### src/rtl/cmul_pipe.sv
// Three-stage flow-controlled fixed-point complex multiplier (a+jb)*(c+/-jd)
// with selectable round-half-up and saturate/wrap on the narrowed result.
module cmul_pipe #(
   parameter int WIDTH = 16,
   parameter int FRAC  = WIDTH-1,
   parameter int ROUND = 1,
   parameter int SAT   = 1
) (
   input  logic             clk,
   input  logic             rst,
   input  logic             in_valid,
   output logic             in_ready,
   input  logic [WIDTH-1:0] real_in,
   input  logic [WIDTH-1:0] complex_in,
   input  logic [WIDTH-1:0] twiddle_real,
   input  logic [WIDTH-1:0] twiddle_complex,
   input  logic             conj_in,
   output logic             out_valid,
   input  logic             out_ready,
   output logic [WIDTH-1:0] R_out,
   output logic [WIDTH-1:0] C_out,
   output logic             ovf_out
);

   localparam int PW = 2*WIDTH+1;
   localparam int SW = 2*WIDTH+2;
   localparam logic [SW-1:0] RND = (ROUND != 0) ? (SW'(1) << (FRAC-1)) : '0;

   // {ovf, value}: ovf when the bits above the kept field are not a sign extension
   function automatic logic [WIDTH:0] fit(input logic [SW-1:0] v);
      logic             ovf;
      logic [WIDTH-1:0] res;
      ovf = !((&v[SW-1:WIDTH-1]) | ~(|v[SW-1:WIDTH-1]));
      res = v[WIDTH-1:0];
      if ((SAT != 0) && ovf)
         res = v[SW-1] ? {1'b1, {(WIDTH-1){1'b0}}} : {1'b0, {(WIDTH-1){1'b1}}};
      return {ovf, res};
   endfunction

   logic                    r_v1, r_v2, r_ov;
   logic [WIDTH-1:0]        r_a, r_b, r_c;
   logic [WIDTH:0]          r_d;
   logic signed [PW-1:0]    r_ac, r_bd, r_ad, r_bc;
   logic [WIDTH-1:0]        r_re, r_im;
   logic                    r_ovf;

   logic                    w_ld1, w_ld2, w_ld3;
   logic signed [WIDTH:0]   w_dx, w_dn;
   logic signed [PW-1:0]    w_ax, w_bx, w_cx, w_dpx;
   logic signed [SW-1:0]    w_p, w_q, w_ps, w_qs;
   logic [WIDTH:0]          w_fr, w_fi;

   // A stage may take new data when empty or when its contents move on.
   assign w_ld3    = !r_ov | out_ready;
   assign w_ld2    = !r_v2 | w_ld3;
   assign w_ld1    = !r_v1 | w_ld2;
   assign in_ready = w_ld1;

   // WIDTH+1 bits so that negating the most negative d stays exact
   assign w_dx = {twiddle_complex[WIDTH-1], twiddle_complex};
   assign w_dn = conj_in ? -w_dx : w_dx;

   assign w_ax  = {{(PW-WIDTH){r_a[WIDTH-1]}}, r_a};
   assign w_bx  = {{(PW-WIDTH){r_b[WIDTH-1]}}, r_b};
   assign w_cx  = {{(PW-WIDTH){r_c[WIDTH-1]}}, r_c};
   assign w_dpx = {{(PW-WIDTH-1){r_d[WIDTH]}}, r_d};

   assign w_p  = {r_ac[PW-1], r_ac} - {r_bd[PW-1], r_bd} + RND;
   assign w_q  = {r_ad[PW-1], r_ad} + {r_bc[PW-1], r_bc} + RND;
   assign w_ps = w_p >>> FRAC;
   assign w_qs = w_q >>> FRAC;
   assign w_fr = fit(w_ps);
   assign w_fi = fit(w_qs);

   always_ff @(posedge clk or posedge rst) begin
      if (rst) begin
         r_v1 <= 1'b0;
         r_a  <= '0;
         r_b  <= '0;
         r_c  <= '0;
         r_d  <= '0;
      end else if (w_ld1) begin
         r_v1 <= in_valid;
         if (in_valid) begin
            r_a <= real_in;
            r_b <= complex_in;
            r_c <= twiddle_real;
            r_d <= w_dn;
         end
      end
   end

   always_ff @(posedge clk or posedge rst) begin
      if (rst) begin
         r_v2 <= 1'b0;
         r_ac <= '0;
         r_bd <= '0;
         r_ad <= '0;
         r_bc <= '0;
      end else if (w_ld2) begin
         r_v2 <= r_v1;
         if (r_v1) begin
            r_ac <= w_ax * w_cx;
            r_bd <= w_bx * w_dpx;
            r_ad <= w_ax * w_dpx;
            r_bc <= w_bx * w_cx;
         end
      end
   end

   always_ff @(posedge clk or posedge rst) begin
      if (rst) begin
         r_ov  <= 1'b0;
         r_re  <= '0;
         r_im  <= '0;
         r_ovf <= 1'b0;
      end else if (w_ld3) begin
         r_ov <= r_v2;
         if (r_v2) begin
            r_re  <= w_fr[WIDTH-1:0];
            r_im  <= w_fi[WIDTH-1:0];
            r_ovf <= w_fr[WIDTH] | w_fi[WIDTH];
         end
      end
   end

   assign out_valid = r_ov;
   assign R_out     = r_re;
   assign C_out     = r_im;
   assign ovf_out   = r_ovf;

endmodule
### config.mk
export PLATFORM = sky130hd
export DESIGN_NAME = cmul_pipe
export DESIGN_NICKNAME = d
export VERILOG_FILES = /design/src/rtl/cmul_pipe.sv
export SDC_FILE = /design/constraint.sdc
export NUM_CORES = 2
export LEC_CHECK = 0
export CELL_PAD_IN_SITES_DETAIL_PLACEMENT = 1
export CELL_PAD_IN_SITES_GLOBAL_PLACEMENT = 1
export CORE_MARGIN = 3
export CORE_UTILIZATION = 50
export CTS_CLUSTER_SIZE = 14
export DETAILED_ROUTE_END_ITERATION = 12
export PLACE_DENSITY = 0.83
export SLEW_MARGIN = 10
export SYNTH_ARGS = -nofsm -noshare
export SYNTH_HDL_FRONTEND = slang
export SYNTH_SLANG_ARGS = --single-unit
export TNS_END_PERCENT = 50
### constraint.sdc
create_clock -name clk -period 21.3 [get_ports clk]
set_input_delay 5.325 -clock clk [delete_from_list [all_inputs] [get_ports clk]]
set_output_delay 5.325 -clock clk [all_outputs]
set_load 0.005 [all_outputs]
==> out/qor.yml <==
outcome: "finished, final reports clean"
tritoncts: "done"
drt_iter0_drc: 2194
yosysUniqueCellTypes: 78
finalHoldViolCount: 0
syn_area_per_cell_um2: 9.25
cp_num_buf_inv: 2
post-synth-top-count-cell: "inv_1"
dieArea_um2: 109000
relSlewSlack: 0.294
postCtsHoldBufs: 0
crit_family: "buffers and inverters"
dp.cells: 6967
post_cts_buffers: 0
crit_fanout: 3
grt_max_degree: 86
finalCritPeriodShare: 0.560
grt_pass1_vias: 46429
core_area_um2: 104000
met3_usage: 0.0474
crit_chain: "clkdlybuf4s50_1 > nor2b_1 > nand3_1 > clkdlybuf4s50_1"
routed_wl_um: 161000
clock_latency_ps: 600
cp-start-kind: "input port"
htree_levels: 2
ctsResizeCount: 0
die_h_um: 329
synthFlopType: "dfrtp_1"
routed_via_density: 5.61
wl_per_cell_um: 22.8
fill_cells: 11909
hold_depth: 2
drt-pass1-iter-count: 5
cap_violations: 0
dp_hpwl_um: 129000
antenna_found_initial: 4
rsz0062_at_grt: "no"
overflow: 0
clk_path_buf_depth: 3
synth_area_um2: 52300
start_util: 0.505
drv_slew: 0
cp_data_required_time_ps: 15980
grt_util_all_layers: 0.308
synth_seq_cells: 231
stdcell_count: 7028
yosysTopAreaCell: "fa_1"
ys_top_cells_by_count: "1235 x inv_1, 1076 x fa_1, 749 x nand2_1"
drc: 0
drive_gt1_frac: 0.0382
timing.rr.end: "r_ac[30]"
antenna_left: 0
critPathArrivalTime_ps: 6610
num_vias: 39392
portBuffers: 103
crit_slowest_cell: "clkdlybuf4s50_1"
worstMarginPinSlew_ps: 1060
antenna_cells: 0
async_flop_share: 1.00
clk_pin_slew_worst_paths_ps: 70
synth_cells: 5656
area_delta_synth_final_pct: 6.75
rrSetupSlack_ps: 13280
grtUsageMet1: 0.382
yosysSeqAreaShare: 0.110
ys_top_cells_by_area: "fa_1 41%, dfrtp_1 11%, ha_1 11%"
cts_root_buf: "clkbuf_16"
fin_tns_setup_ps: 0
critical_path_depth: 4
end_kind: "output pin"
syn_nets: 7260
hp-class: "reg -> reg"
path_common_cell: "clkdlybuf4s50_1"
ioPinCount: 104
r2r-start: "r_c[15]"
numCtsBuffers: 34
clkSinkCount: 231
use_met2: 0.528
gp_congestion: 0.946
num_rows: 118
grt_pass1_wl_um: 257000
final_nets: 7227
worstSetupPathType: "in -> out"
cpPeakStageDelay_ps: 500
r2r_cells: 22
fmax_mhz: 83.8
yosys.area.top_type_share: 0.412
busiest_layer: "met2"
die_x_um: 329
yosysWarningCount: 0
period_minus_slack_ps: 11940
hp-start: "r_ac[14]"
skew_ps: 32.0
synth-edff-count: 0
min_to: "r_ac[14]"
finalSetupViolCount: 0
metal layers:
| layer | share of wire | wire length [µm] |
|---|---|---|
| met1 | 0.39 | 63000 |
| met2 | 0.50 | 79500 |
| met3 | 0.059 | 9440 |
| met4 | 0.053 | 8490 |
| met5 | 0.00032 | 52 |
tightest hold or removal path, delay by kind of cell, from the launching register on:
| kind | cells | cell delay (ps) |
|---|---|---|
| AOI/OAI and AO/OA | 1 | 60 |
| DFF | 1 | 340 |
| and+or+nand+nor | 1 | 50 |
state kept, by name (all words and copies together), names as in the netlist, 17 cells and up:
name and flops:
r_bd 33, r_ac 32, r_ad 33, r_d 17, r_bc 32
cell families after synthesis:
logic type,synth area share
fa+ha+maj,0.521
xor+xnor,0.0318
simple gates,0.144
buf+inv,0.106
flops,0.110
compound gates,0.0743
mux,0.0117
cells in the final DEF (no fill, tap or decap), types with 77 or more instances in the layout:
cell type        Yosys  routed
clkdlybuf4s50_1      0     103
fa_1              1076    1076
dfrtp_1            231     228
a21oi_1            158     158
xnor2_1            113     113
xor2_1              77      77
and2_1             511     510
nor2_1             112     112
nand2_1            749     747
ha_1               459     459
a21o_1              78      78
o21ai_0            196     196
inv_1             1235    1234
final cells by class:
type	instances	area (µm²)	area share
inverters	1235	4640	0.0831
clock inverters	19	194	0.00347
multi-input cells	3944	41000	0.734
repair buffers	177	1590	0.0284
flip-flops and latches	231	5780	0.104
well taps	1380	1730	0.0309
clock buffers	42	932	0.0167
worst max-delay path by stage:
stage          slack (ps)      start        to
2_1_floorplan        9640        rst  C_out[0]
3_3_place_gp         9350  out_ready  in_ready
3_5_place_dp         9380  out_ready  in_ready
4_1_cts              9370  out_ready  in_ready
5_1_grt              9310  out_ready  in_ready
6_report             9360  out_ready  in_ready
through the flow:
step	hold slack [ps]	worst slack, ps	utilization	area (µm²)
2_1_floorplan	430	9640	-	52300
3_3_place_gp	455	9350	0.528	54700
3_5_place_dp	474	9380	0.528	54700
4_1_cts	489	9370	0.539	55900
5_1_grt	504	9310	0.539	55900
6_report	487	9360	0.539	55900
Power is not shown: default switching activity piles up to over one toggle a cycle in this logic, so the estimate is an artifact.
